--- src/rtl/uart_bus_master_if.sv ---
// UART byte streams and data-memory bus of the UART debug/loader bus master.
// The master modport is the bus master's view; slave is the top level / test environment view.
interface uart_bus_master_if;
    logic        rx_valid;
    logic [7:0]  rx_byte;
    logic        tx_busy;
    logic        tx_done;
    logic        tx_start;
    logic [7:0]  tx_byte;
    logic        mem_req;
    logic        mem_we;
    logic [31:0] mem_addr;
    logic [31:0] mem_wdata;
    logic [31:0] mem_rdata;
    logic        mem_ready;
    logic        active;
    logic        err_pulse;

    modport master (
        input  rx_valid, rx_byte, tx_busy, tx_done, mem_rdata, mem_ready,
        output tx_start, tx_byte, mem_req, mem_we, mem_addr, mem_wdata, active, err_pulse
    );

    modport slave (
        output rx_valid, rx_byte, tx_busy, tx_done, mem_rdata, mem_ready,
        input  tx_start, tx_byte, mem_req, mem_we, mem_addr, mem_wdata, active, err_pulse
    );
endinterface

--- src/rtl/uart_bus_master.sv ---
// UART command decoder issuing single 32-bit word reads/writes on the data bus.
// 'W' addr[4] data[4] -> write + ACK; 'R' addr[4] -> read + 4 data bytes; anything else -> NAK.
module uart_bus_master #(
    parameter int unsigned TIMEOUT_CYCLES = 1000000,
    parameter logic [7:0]  ACK_BYTE       = 8'h06,
    parameter logic [7:0]  NAK_BYTE       = 8'h15
) (
    input  logic               clk,
    input  logic               reset,
    uart_bus_master_if.master  bus
);

    localparam logic [7:0]     CMD_W = 8'h57;
    localparam logic [7:0]     CMD_R = 8'h52;
    localparam int unsigned    TW    = (TIMEOUT_CYCLES > 2) ? $clog2(TIMEOUT_CYCLES) : 1;
    localparam logic [TW-1:0]  TOUT_MAX = TW'(TIMEOUT_CYCLES - 1);

    typedef enum logic [2:0] {
        S_IDLE, S_ADDR, S_DATA, S_BUS, S_SEND, S_WAIT_TX
    } state_t;

    state_t         state_q, state_d;
    logic           is_wr_q;
    logic [1:0]     cnt_q;
    logic [31:0]    addr_q;
    logic [31:0]    wdata_q;
    logic [31:0]    resp_q;
    logic [1:0]     last_q;
    logic [1:0]     idx_q;
    logic [TW-1:0]  tout_q;
    logic           mem_req_q;
    logic           tx_start_q;
    logic [7:0]     tx_byte_q;
    logic           err_q;

    logic in_rx, tout_hit, drop, bus_done, tx_ack, is_cmd;

    always_comb begin
        in_rx    = (state_q == S_ADDR) || (state_q == S_DATA);
        // An arriving byte beats expiry in the same cycle.
        tout_hit = in_rx && !bus.rx_valid && (tout_q == TOUT_MAX);
        drop     = bus.rx_valid &&
                   ((state_q == S_BUS) || (state_q == S_SEND) || (state_q == S_WAIT_TX));
        bus_done = mem_req_q && bus.mem_ready;
        // A done pulse cannot belong to a byte launched this very cycle.
        tx_ack   = bus.tx_done && !tx_start_q;
        is_cmd   = (bus.rx_byte == CMD_W) || (bus.rx_byte == CMD_R);
    end

    always_ff @(posedge clk or posedge reset) begin
        if (reset) state_q <= S_IDLE;
        else       state_q <= state_d;
    end

    always_comb begin
        state_d = state_q;
        case (state_q)
            S_IDLE: begin
                if (bus.rx_valid) state_d = is_cmd ? S_ADDR : S_SEND;
            end
            S_ADDR: begin
                if (tout_hit)                             state_d = S_IDLE;
                else if (bus.rx_valid && cnt_q == 2'd3)   state_d = is_wr_q ? S_DATA : S_BUS;
            end
            S_DATA: begin
                if (tout_hit)                             state_d = S_IDLE;
                else if (bus.rx_valid && cnt_q == 2'd3)   state_d = S_BUS;
            end
            S_BUS: begin
                if (bus_done) state_d = S_SEND;
            end
            S_SEND: begin
                if (!bus.tx_busy) state_d = S_WAIT_TX;
            end
            S_WAIT_TX: begin
                if (tx_ack) state_d = (idx_q == last_q) ? S_IDLE : S_SEND;
            end
            default: state_d = S_IDLE;
        endcase
    end

    always_ff @(posedge clk or posedge reset) begin
        if (reset) begin
            is_wr_q    <= 1'b0;
            cnt_q      <= '0;
            addr_q     <= '0;
            wdata_q    <= '0;
            resp_q     <= '0;
            last_q     <= '0;
            idx_q      <= '0;
            tout_q     <= '0;
            mem_req_q  <= 1'b0;
            tx_start_q <= 1'b0;
            tx_byte_q  <= '0;
            err_q      <= 1'b0;
        end else begin
            tx_start_q <= 1'b0;
            err_q      <= tout_hit || drop;

            if (in_rx && !bus.rx_valid && !tout_hit) tout_q <= tout_q + 1'b1;
            else                                     tout_q <= '0;

            case (state_q)
                S_IDLE: begin
                    if (bus.rx_valid) begin
                        is_wr_q <= (bus.rx_byte == CMD_W);
                        cnt_q   <= '0;
                        idx_q   <= '0;
                        resp_q  <= {24'h0, NAK_BYTE};
                        last_q  <= '0;
                    end
                end
                S_ADDR: begin
                    if (bus.rx_valid) begin
                        // Word address: the two byte-offset bits are never stored.
                        addr_q[{cnt_q, 3'b000} +: 8] <= (cnt_q == 2'd0) ?
                            {bus.rx_byte[7:2], 2'b00} : bus.rx_byte;
                        cnt_q <= cnt_q + 2'd1;
                    end
                end
                S_DATA: begin
                    if (bus.rx_valid) begin
                        wdata_q[{cnt_q, 3'b000} +: 8] <= bus.rx_byte;
                        cnt_q <= cnt_q + 2'd1;
                    end
                end
                S_BUS: begin
                    if (bus_done) begin
                        mem_req_q <= 1'b0;
                        resp_q    <= is_wr_q ? {24'h0, ACK_BYTE} : bus.mem_rdata;
                        last_q    <= is_wr_q ? 2'd0 : 2'd3;
                    end else begin
                        mem_req_q <= 1'b1;
                    end
                end
                S_SEND: begin
                    if (!bus.tx_busy) begin
                        tx_start_q <= 1'b1;
                        tx_byte_q  <= resp_q[{idx_q, 3'b000} +: 8];
                    end
                end
                S_WAIT_TX: begin
                    if (tx_ack && idx_q != last_q) idx_q <= idx_q + 2'd1;
                end
                default: ;
            endcase
        end
    end

    assign bus.mem_req   = mem_req_q;
    assign bus.mem_we    = mem_req_q & is_wr_q;
    assign bus.mem_addr  = addr_q;
    assign bus.mem_wdata = wdata_q;
    assign bus.tx_start  = tx_start_q;
    assign bus.tx_byte   = tx_byte_q;
    assign bus.active    = (state_q != S_IDLE);
    assign bus.err_pulse = err_q;

endmodule

--- src/flat_wrapper.sv ---
// flat-port wrapper written by rule: the top's interface ports become plain ports
module uart_bus_master_flat 
#(
    parameter int unsigned TIMEOUT_CYCLES = 1000000,
    parameter logic [7:0]  ACK_BYTE       = 8'h06,
    parameter logic [7:0]  NAK_BYTE       = 8'h15
)
  (clk, reset, bus_rx_valid, bus_rx_byte, bus_tx_busy, bus_tx_done, bus_mem_rdata, bus_mem_ready, bus_tx_start, bus_tx_byte, bus_mem_req, bus_mem_we, bus_mem_addr, bus_mem_wdata, bus_active, bus_err_pulse);
  uart_bus_master_if bus_i ();
  input  logic clk;
  input  logic reset;
  input wire logic [$bits(bus_i.rx_valid)-1:0] bus_rx_valid;
  input wire logic [$bits(bus_i.rx_byte)-1:0] bus_rx_byte;
  input wire logic [$bits(bus_i.tx_busy)-1:0] bus_tx_busy;
  input wire logic [$bits(bus_i.tx_done)-1:0] bus_tx_done;
  input wire logic [$bits(bus_i.mem_rdata)-1:0] bus_mem_rdata;
  input wire logic [$bits(bus_i.mem_ready)-1:0] bus_mem_ready;
  output wire logic [$bits(bus_i.tx_start)-1:0] bus_tx_start;
  output wire logic [$bits(bus_i.tx_byte)-1:0] bus_tx_byte;
  output wire logic [$bits(bus_i.mem_req)-1:0] bus_mem_req;
  output wire logic [$bits(bus_i.mem_we)-1:0] bus_mem_we;
  output wire logic [$bits(bus_i.mem_addr)-1:0] bus_mem_addr;
  output wire logic [$bits(bus_i.mem_wdata)-1:0] bus_mem_wdata;
  output wire logic [$bits(bus_i.active)-1:0] bus_active;
  output wire logic [$bits(bus_i.err_pulse)-1:0] bus_err_pulse;
  assign bus_i.rx_valid = bus_rx_valid;
  assign bus_i.rx_byte = bus_rx_byte;
  assign bus_i.tx_busy = bus_tx_busy;
  assign bus_i.tx_done = bus_tx_done;
  assign bus_i.mem_rdata = bus_mem_rdata;
  assign bus_i.mem_ready = bus_mem_ready;
  assign bus_tx_start = bus_i.tx_start;
  assign bus_tx_byte = bus_i.tx_byte;
  assign bus_mem_req = bus_i.mem_req;
  assign bus_mem_we = bus_i.mem_we;
  assign bus_mem_addr = bus_i.mem_addr;
  assign bus_mem_wdata = bus_i.mem_wdata;
  assign bus_active = bus_i.active;
  assign bus_err_pulse = bus_i.err_pulse;
  uart_bus_master #(.TIMEOUT_CYCLES(TIMEOUT_CYCLES), .ACK_BYTE(ACK_BYTE), .NAK_BYTE(NAK_BYTE)) u_core (.clk(clk), .reset(reset), .bus(bus_i));
endmodule
--- config.mk ---
export PLATFORM = sky130hd
export DESIGN_NAME = uart_bus_master_flat
export DESIGN_NICKNAME = d
export VERILOG_FILES = /design/src/rtl/uart_bus_master_if.sv /design/src/rtl/uart_bus_master.sv /design/src/flat_wrapper.sv
export SDC_FILE = /design/constraint.sdc
export NUM_CORES = 1
export LEC_CHECK = 0
export CAP_MARGIN = 20
export CORE_MARGIN = 2
export CORE_UTILIZATION = 45
export CTS_CLUSTER_DIAMETER = 150
export DETAILED_ROUTE_END_ITERATION = 8
export PLACE_DENSITY = 0.72
export SETUP_SLACK_MARGIN = 0.3
export SLEW_MARGIN = 20
export SYNTH_ARGS = -nofsm -noshare
export SYNTH_HDL_FRONTEND = slang
export SYNTH_SLANG_ARGS = --single-unit
--- constraint.sdc ---
create_clock -name clk -period 5.2 [get_ports clk]
set_input_delay 1.04 -clock clk [delete_from_list [all_inputs] [get_ports clk]]
set_output_delay 1.04 -clock clk [all_outputs]
set_load 0.01 [all_outputs]
; Yosys cells after proc, flatten, opt, wreduce, memory -nomap -nowiden
; Index checks and enable logic that the tools add are counted.
[totals]
register_bits = 137
latch_bits = 0
ram_bits = 0
romBits = 0
in_bits = 46
out_inout_bits = 77
word_cells = 104
memories = 0
[classes]
n_addsub = 4
n_mul = 0
div_mod_pow = 0
order_cmp = 0
n_eq_ne = 19
n_shift = 4
n_mux = 31
bitwise = 2
n_reduce_logical = 31
[ops]
columns = op, count
row1 = two-way mux 32 bit, 3
row2 = bitwise mux 32 bit, 2
row3 = one-hot mux 32 bit (2 select lines), 1
row4 = variable part select 8 x 7 -> 32 bit, 2
row5 = variable shift 8 x 7 -> 32 bit (first input constant), 1
row6 = variable part select 32 x 6 -> 8 bit, 1
row7 = two-way mux 3 bit, 10
row8 = adder 20 x 1 -> 20 bit (second input constant), 1
row9 = equality test 20 bit (second input constant), 1
row10 = two-way mux 20 bit, 1
row11 = one-hot mux 3 bit (6 select lines), 1
row12 = equality test 8 x 7 -> 1 bit (second input constant), 2
row13 = two-way mux 2 bit, 6
row14 = one-hot mux 2 bit (2 select lines), 3
row15 = AND reduction 3 bit, 3
row16 = logical AND 1 bit, 8
row17 = AND reduction 2 bit, 4
row18 = negation 5 -> 7 bit, 1
row19 = equality test 3 x 2 -> 1 bit (second input constant), 2
row20 = equality test 3 bit (second input constant), 2
row21 = inequality test 2 x 1 -> 1 bit (second input constant), 3
row22 = inequality test 2 bit (second input constant), 3
row23 = inequality test 3 x 2 -> 1 bit (second input constant), 2
row24 = AND reduction 6 bit, 1
row25 = 15 further kinds, 27

; Logic depth before layout (Yosys ltp)
; Gate-level depths: netlist of the first run.
[logic_depth]
ltp_word = 7
mapped_depth = 8
ltp_nobuf = 6

; Least setup slack after synthesis of the first run
; OpenSTA, ideal clock, no wires.
[synth_path]
path_type = input -> register
from = input port bus_rx_valid
to = register u_core.resp_q[10]
setup_time_ns = 0.121
arrival_ns = 2.249
required_ns = 5.079
slack_ns = 2.830
cell_stages = 6
path_buffers = 2
path_cell_list = clkbuf_2 nor3_1 or4_4 and2_1 buf_2 a22o_1
[synth_via]
elab_chain_len = 2
[synth_rtl]
columns = element, line
row1 = start: declaration, flat_wrapper.sv:12  ; input wire logic [$bits(bus_i.rx_valid)-1:0] bus_rx_valid;
row2 = inequality test 2 bit (no source line), --
row3 = AND reduction 3 bit (no source line), --
row4 = end signal: assignment, uart_bus_master.sv:109  ; resp_q <= {24'h0, NAK_BYTE};
row5 = end signal: assignment, uart_bus_master.sv:130  ; resp_q <= is_wr_q ? {24'h0, ACK_BYTE} : bus.mem_rdata;
row6 = end: declaration, uart_bus_master.sv:27  ; logic [31:0] resp_q;
; No other way between the ends.
; A chain may end at the register's enable or synchronous reset.

; Final worst setup path of the first run
[layout_path]
from = input port bus_rx_valid
to = register u_core.resp_q[7]
; The elaborated chain is that of the path after synthesis.

==> results of run 1 <==
[placed cells by master (no fill, tap or decap), types with 5 or more instances in the layout]
cell type | Yosys | final
clkbuf_16 | 0 | 17
xor2_1 | 14 | 14
nand2b_1 | 8 | 8
clkinvlp_4 | 0 | 5
mux4_2 | 8 | 8
o21ai_0 | 73 | 73
nand3_1 | 12 | 12
nor2_1 | 32 | 31
a22o_1 | 29 | 29
xnor2_1 | 5 | 5
mux2_2 | 8 | 8
nand2_1 | 120 | 120
clkdlybuf4s50_1 | 0 | 122
ha_1 | 7 | 7
nor3_1 | 8 | 8
and2_1 | 5 | 5
inv_1 | 8 | 7
dfrtp_1 | 136 | 136
nand4_1 | 6 | 6
[flip-flops by register name (all words and copies together), names as in the netlist, 2 cells and up]
name,cells
u_core.bus.mem_addr,32
u_core.bus.mem_wdata,32
u_core.resp_q,32
u_core.tout_q,20
u_core.bus.tx_byte,8
u_core.state_q,3
u_core.cnt_q,2
u_core.idx_q,2
[metrics by stage]
stage               util, %  power, mW
floorplan                 -      1.752
global placement      56.82      2.072
detailed placement    56.82      2.099
CTS                   61.46      3.286
global route          61.55      3.438
finish                61.55      3.264
[final timing paths]
path | depth (start not counted) | startpoint | to
setup / recovery | 6 | bus_rx_valid | u_core.resp_q[7]
hold / removal | 2 | u_core.bus.mem_wdata[6] | u_core.bus.mem_wdata[6]
setup reg to reg | 5 | u_core.state_q[1] | u_core.resp_q[7]
hold reg to reg | 2 | u_core.bus.mem_wdata[6] | u_core.bus.mem_wdata[6]
max in group asynchronous | 3 | reset | u_core.bus.mem_addr[6]
min in group asynchronous | 2 | reset | u_core.resp_q[7]
[power groups by stage]
stage                     Sequential [mW]  Combinational [mW]  Clock (mW)
final                                1.31               0.772        1.18
after global routing                 1.33               0.851        1.26
after CTS                            1.31               0.775        1.20
after detailed placement             1.33               0.770           0
after global placement               1.32               0.751           0
after floorplan                      1.31               0.438           0
[worst min-delay path, cell delays in order, from the launching register on]
cell,delay [ps]
dfrtp_1,340
nand2_1,40
o21ai_0,60
[layer usage]
metal  part of all wire, %  routed length, um
met5                     0                  0
met4                   1.1                156
met3                   5.7                783
met2                    48               6600
met1                    45               6256
[final cells by class]
class | instances | area, um2
Clock buffer | 20 | 446.7
Clock inverter | 12 | 141.4
Fill cell | 1059 | 4872
Inverter | 8 | 32.53
Multi-Input combinational cell | 381 | 2305
Sequential cell | 136 | 3403
Tap cell | 172 | 215.2
Timing Repair Buffer | 126 | 1255
[logic make-up (layout without fill, tap and decap cells)]
logic type | after synthesis | after routing | share of synthesized area [%]
AND/OR/NAND/NOR | 218 | 218 | 17.33
XOR/XNOR | 19 | 19 | 2.846
multiplexers | 16 | 16 | 4.621
flip-flops | 136 | 136 | 58.19
AO/OA/AOI/OAI | 121 | 121 | 13.07
buffers and inverters | 32 | 166 | 2.439
adder cells (fa/ha/maj) | 7 | 7 | 1.498
==> key figures, run 1 <==
Placed design
  – Post-Place Worst Slack: 1665 ps
  – Final GP Congestion: 0.8664
  – HPWL Detailed: 9.754 mm
  – Placed Cells: 822
  – Port Buf Inserts: 122
  – Placement Cell Area: 7199 um2

Setup path
  – CP Class: in -> reg
  – CP bufs+invs: 1
  – Arrival @ worst endpoint: 3390 ps
  – Max FO, Critical Path: 30
  – Largest stage delay on the critical path: 870 ps
  – CP max stage cell: and2_1
  – Crit-path cells: clkdlybuf4s50_1 > nor3_1 > a31oi_1 > nand4_2 > and2_1 > a22o_1
  – CP delay by family, top: simple AND/OR/NAND/NOR gates
  – CP endpoint kind: register
  – Reg-to-reg setup timing slack: 2660 ps
  – Worst Path Required: 5540 ps
  – CP Launch Type: input pin

Timing
  – RSZ-0062 raised after global routing: no
  – Hold_ws: 476.6 ps
  – Actual slew at the worst max-slew pin: 1063 ps
  – Post-Route Skew: 10.64 ps
  – Final hold vios: 0
  – Period utilization: 58.65%
  – Top achievable clock speed: 327.9 MHz
  – Setup ws final: 2150 ps
  – Rel. slew slack: 29.13%
  – Period minus WS final: 3050 ps
  – Fin. max-slew vios: 0
  – Setup violators final: 0
  – Setup TNS: 0 ps

Logic synthesis
  – Largest area contributor in the netlist: dfrtp_1
  – Count leader, synth: dfrtp_1
  – Ys async rst share: 100.0%
  – Synth unique cells: 51
  – Synth Cell Area: 5848 um2
  – Ys Warns: 0
  – Area contributors post-synth: dfrtp_1, nand2_1, o21ai_0, a22o_1, mux4_2
  – Register area share after synthesis: 58.19%
  – Post-synth EDFFs: 0
  – Post-Syn Nets: 602
  – Top-area cell type share of the netlist area: 58.19%
  – Syn Inst Count: 549
  – Avg Cell Area, Syn: 10.65 um2
  – Commonest cells post-synth: dfrtp_1, nand2_1, o21ai_0, nor2_1, a22o_1
  – #FFs+latches synth: 136
  – Top_reg_cell synth: dfrtp_1

Final layout
  – Area delta synth->final: 33.35%
  – Final Instance Area: 7799 um2
  – Share of layout cells above drive strength 1: 8.931%
  – Post-route insts no fill: 855
  – Ant diodes: 0
  – Final layout net count: 723

Job
  – Max_cap viols: 0

Die
  – Floorplan row count: 41
  – Die area: 13920 um2
  – Die width: 118 um
  – Core box area: 12670 um2
  – IO Count: 123
  – Starting density of the core: 46.15%
  – Die Height: 118 um

Drt
  – ANT nets after route: 0
  – Final Routed Wirelength: 13.80 mm
  – Vias per cell: 5.309
  – WL/cell: 16.14 um
  – DR DRC count: 0
  – Initial DRC count: 402
  – Via count: 4539
  – Router iterations before antenna repair: 5

Power and ir drop
  – Clock power share: 36.2%
  – Sequential share of power: 40.2%
  – PwrDens: 418.5 nW/um2
  – Switch Pwr: 992.6 uW
  – Leak: 3.268 nW
  – Combinational fraction of design power: 23.7%
  – Net Sw Frac: 30.41%
  – Cell Int Power: 2.271 mW
  – Worst IR Drop VDD: 0.2191 mV

Status
  – Status: completed

Clock network
  – Clock slew at reported path FFs: 60 ps
  – H-tree depth: 4
  – TritonCTS clock tree: done
  – Skew-Pair Late Insertion Delay: 410 ps
  – # resized after CTS: 0
  – Hold_buf cts: 0
  – Num CTS Buffers: 17
  – Postcts setup bufs: 0
  – Maximum clock path buffer count: 2
  – Sink Count: 136
  – Clk root buf: clkbuf_16

Hold path
  – Hold WC Path Type: reg -> reg

Global route
  – M2 GR Usage: 33.61%
  – Routing usage on met1: 26.97%
  – First-pass GRT wire length: 22.80 mm
  – Largest net degree at the start of global routing: 65
  – Initial antenna violation count: 0
  – Vias in the first global route: 4604
  – Overall routing resource usage: 20.53%
  – Met3 Use GR: 5.572%
  – Gr ovfl total: 0
  – Layer with the highest usage: met2
(Power assumes the default switching activity.)
==> inputs of run 2 (changes only) <==
Clock period 5.2 ns to 3.19 ns, I/O delays scaled along.
==> run 2 against run 1 <==
  * Worst setup slack worse by 1600 ps
  * Worst hold slack better by 1.3 ps
  * Sequential cell count stayed put
  * Sequential share of layout area shrank 0.23 points
  * Via count grew 0.77%
  * Final area rose by 0.53%
  * First-iteration DRC count is 6.5% lower
  * Die area unchanged
  * Non-clock buffer count grew 7
  * Routed wire length is essentially flat
  * Largest cell class unchanged
  * Largest power group unchanged
==> key figures, run 2 (synthesis results as in run 1) <==
Status
  – Status: completed

Clock network
  – H-tree depth: 4
  – Num CTS Buffers: 17
  – Hold_buf cts: 0
  – Clk root buf: clkbuf_16
  – Maximum clock path buffer count: 2
  – TritonCTS clock tree: done
  – Skew-Pair Late Insertion Delay: 410 ps
  – # resized after CTS: 0
  – Clock slew at reported path FFs: 50 ps
  – Sink Count: 136
  – Postcts setup bufs: 0

Placed design
  – Post-Place Worst Slack: 103.3 ps
  – Placed Cells: 829
  – HPWL Detailed: 9.772 mm
  – Final GP Congestion: 0.8722
  – Placement Cell Area: 7278 um2
  – Port Buf Inserts: 122

Setup path
  – Worst Path Required: 2550 ps
  – Max FO, Critical Path: 22
  – CP Class: reg -> out
  – CP endpoint kind: output port
  – CP Launch Type: register
  – Arrival @ worst endpoint: 1950 ps

Power and ir drop
  – Leak: 3.316 nW
  – PwrDens: 672.4 nW/um2
  – Worst IR Drop VDD: 0.3236 mV
  – Power Total: 5.272 mW

Drt
  – WL/cell: 16.05 um
  – ANT nets after route: 0
  – Final Routed Wirelength: 13.80 mm
  – Router iterations before antenna repair: 5
  – Initial DRC count: 376
  – Via count: 4574
  – Vias per cell: 5.319
  – DR DRC count: 0

Timing
  – Setup violators final: 0
  – Hold_ws: 477.9 ps
  – RSZ-0062 raised after global routing: no
  – Fin. max-slew vios: 0
  – Actual slew at the worst max-slew pin: 684.5 ps
  – Setup TNS: 0 ps
  – Setup ws final: 598.8 ps
  – Period minus WS final: 2591 ps
  – Top achievable clock speed: 385.9 MHz
  – Final hold vios: 0
  – Post-Route Skew: 8.270 ps
  – Period utilization: 81.23%
  – Rel. slew slack: 53.94%

Die
  – Die Height: 118 um
  – Die area: 13920 um2
  – IO Count: 123
  – Die width: 118 um
  – Floorplan row count: 41
  – Starting density of the core: 46.15%
  – Core box area: 12670 um2

Final layout
  – Share of layout cells above drive strength 1: 9.738%
  – Most common cell after layout, fill and taps aside: dfrtp_1
  – FF+latch area: 3403 um2
  – Final core occ: 61.87%
  – Post-route insts no fill: 860
  – Area delta synth->final: 34.06%
  – Final Instance Area: 7840 um2
  – Final layout net count: 730
  – Most frequent cells in the layout: dfrtp_1, clkdlybuf4s50_1, nand2_1, o21ai_0, nor2_1
  – Ant diodes: 0
  – Multi-input logic area: 2305 um2
  – Fill cells: 1061

Global route
  – Vias in the first global route: 4515
  – Initial antenna violation count: 0
  – First-pass GRT wire length: 22.76 mm
  – Gr ovfl total: 0
  – Largest net degree at the start of global routing: 45
  – Overall routing resource usage: 20.53%

Hold path
  – Hold WC Path Type: reg -> reg

Job
  – Max_cap viols: 0
run 2: layout make-up:
type / count / share of cell area [%]
multi-input combinational: 381 / 29.40
timing repair buffer: 133 / 17.04
tap: 172 / 2.745
clock inverter: 9 / 0.9735
clock buffer: 21 / 6.001
inverter: 8 / 0.4309
sequential: 136 / 43.41
run 2: layer usage:
metal	GRT usage (%)	vias up	share of wire, %
li1	-	2172	-
met1	26.51	2251	46
met2	33.76	134	48
met3	5.814	17	4.8
met4	6.175	0	1.5
met5	0	-	0
run 2: power breakdown:
part           switching (mW)  internal (mW)
combinational           0.678          0.648
sequential              0.209           1.93
clock                   0.693           1.12
run 2: worst max-delay path, stage by stage (launching register included):
cell and delay [ps]:
dfrtp_1 600, or3_1 430, clkdlybuf4s50_1 510
run 2: final timing paths:
| path | startpoint | end | slack [ps] | cells past startpoint |
|---|---|---|---|---|
| worst max-delay path | u_core.state_q[1] | bus_active | 600 | 2 |
| worst max register to register | u_core.state_q[1] | u_core.resp_q[11] | 770 | 6 |
| worst min register to register | u_core.bus.mem_addr[1] | u_core.bus.mem_addr[1] | 480 | 1 |
| min in group asynchronous | reset | u_core.bus.mem_addr[30] | 660 | 2 |
| worst min-delay path | u_core.bus.mem_addr[1] | u_core.bus.mem_addr[1] | 480 | 1 |
| max in group asynchronous | reset | u_core.bus.mem_addr[3] | 1810 | 3 |
==> inputs of run 3 (changes only) <==
Clock period 3.19 ns to 2.6 ns, I/O delays scaled along.
==> run 3 against run 2 <==
  * Via count grew 3.1%
  * Power grew 33%
  * Core utilization grew 1.7 points
  * Critical endpoint is now bus_mem_we
==> key figures, run 3 (synthesis results as in run 1) <==
Final layout
  – Final Instance Area: 8050 um2
  – Most frequent cells in the layout: dfrtp_1, clkdlybuf4s50_1, nand2_1, o21ai_0, nor2_1
  – Ant diodes: 0
  – Multi-input logic area: 2311 um2
  – Final layout net count: 743
  – Final core occ: 63.53%
  – Area delta synth->final: 37.66%
  – Share of layout cells above drive strength 1: 12.23%
  – Most common cell after layout, fill and taps aside: dfrtp_1
  – Fill cells: 1039
  – Post-route insts no fill: 875
  – FF+latch area: 3407 um2

Drt
  – WL/cell: 16.49 um
  – Final Routed Wirelength: 14.43 mm
  – Router iterations before antenna repair: 6
  – DR DRC count: 0
  – Initial DRC count: 371
  – Vias per cell: 5.389
  – ANT nets after route: 0
  – Via count: 4715

Global route
  – Overall routing resource usage: 21.37%
  – Vias in the first global route: 4781
  – Largest net degree at the start of global routing: 57
  – Gr ovfl total: 0
  – First-pass GRT wire length: 23.64 mm
  – Initial antenna violation count: 0

Die
  – Core box area: 12670 um2
  – IO Count: 123
  – Die Height: 118 um
  – Die width: 118 um
  – Starting density of the core: 46.15%
  – Die area: 13920 um2
  – Floorplan row count: 41

Power and ir drop
  – PwrDens: 868.7 nW/um2
  – Leak: 3.409 nW
  – Worst IR Drop VDD: 0.4781 mV

Setup path
  – Max FO, Critical Path: 8
  – CP Class: reg -> out
  – CP bufs+invs: 1
  – CP Launch Type: register
  – Arrival @ worst endpoint: 1720 ps
  – CP endpoint kind: output port
  – CP delay by family, top: flip-flops
  – Reg-to-reg setup timing slack: 580 ps
  – Worst Path Required: 2080 ps
  – Crit-path cells: and2_1 > clkdlybuf4s50_1
  – Largest stage delay on the critical path: 550 ps
  – CP max stage cell: dfrtp_1

Clock network
  – Hold_buf cts: 0
  – Num CTS Buffers: 17
  – Clk root buf: clkbuf_16
  – Maximum clock path buffer count: 2
  – H-tree depth: 4
  – Skew-Pair Late Insertion Delay: 410 ps
  – TritonCTS clock tree: done
  – Sink Count: 136
  – Clock slew at reported path FFs: 60 ps

Placed design
  – Placed Cells: 839
  – Placement Cell Area: 7353 um2
  – HPWL Detailed: 10.08 mm
  – Final GP Congestion: 0.8061
  – Port Buf Inserts: 122

Timing
  – Setup violators final: 0
  – Setup TNS: 0 ps
  – Period minus WS final: 2237 ps
  – RSZ-0062 raised after global routing: no
  – Top achievable clock speed: 447.1 MHz
  – Final hold vios: 0
  – Fin. max-slew vios: 0
  – Actual slew at the worst max-slew pin: 749.6 ps
  – Period utilization: 86.03%
  – Rel. slew slack: 49.56%
  – Post-Route Skew: 7.675 ps

Status
  – Status: completed

Hold path
  – Hold WC Path Type: in -> async

Job
  – Max_cap viols: 0
run 3: routing by layer:
metal	wire [um]	vias up	track usage [%]	share of wire, %
met5	0	-	0	0
met4	383	0	10.47	2.7
met3	847	32	5.523	5.9
met2	6882	191	33.65	48
met1	6318	2288	27.57	44
li1	-	2204	-	-
run 3: area by class of cell:
class                      count  area share, %
sequential                   136          42.32
multi-input combinational    381          28.71
timing repair buffer         146          17.69
clock buffer                  19          5.502
clock inverter                13          2.689
tap                          172          2.673
inverter                       8         0.4196
run 3: per-stage QoR:
step	hold WS, ps	power, mW	setup slack [ps]
floorplan	463.4	3.505	386.9
global placement	462.7	4.235	245.0
detailed placement	470.2	4.299	183.6
CTS	477.5	7.037	349.1
global route	507.2	7.326	313.9
finish	475.8	6.993	363.1
run 3: worst paths after layout:
path | start | endpoint | cells after the start
min in group clk | u_core.bus.mem_addr[4] | u_core.bus.mem_addr[4] | 2
max in group asynchronous | reset | u_core.bus.tx_start | 3
worst min-delay path | reset | u_core.bus.mem_addr[27] | 2
worst max register to register | u_core.state_q[0] | u_core.bus.mem_wdata[30] | 6
worst max-delay path | u_core.is_wr_q | bus_mem_we | 2
worst min register to register | u_core.bus.mem_addr[4] | u_core.bus.mem_addr[4] | 2
run 3: timing repair:
action                                  in CTS  in global routing
buffers inserted                             4                  0
resized for setup                            3                  1
endpoints found under the hold margin        0                  0
endpoints found under the setup margin       1                  1
run 3: worst reg2reg max path, stage by stage, from the launching register on:
cell      delay (ps)
dfrtp_2          390
buf_4            190
nand2b_1         250
nor2_1           370
nand2_1          380
nand2_1          190
o21ai_0          110
run 3: power by group:
part / total [mW] / switching, mW / leakage (nW) / internal, mW
combinational: 1.76 / 0.928 / 1.25 / 0.829
sequential: 2.56 / 0.190 / 1.85 / 2.37
clock: 2.68 / 0.937 / 0.311 / 1.74
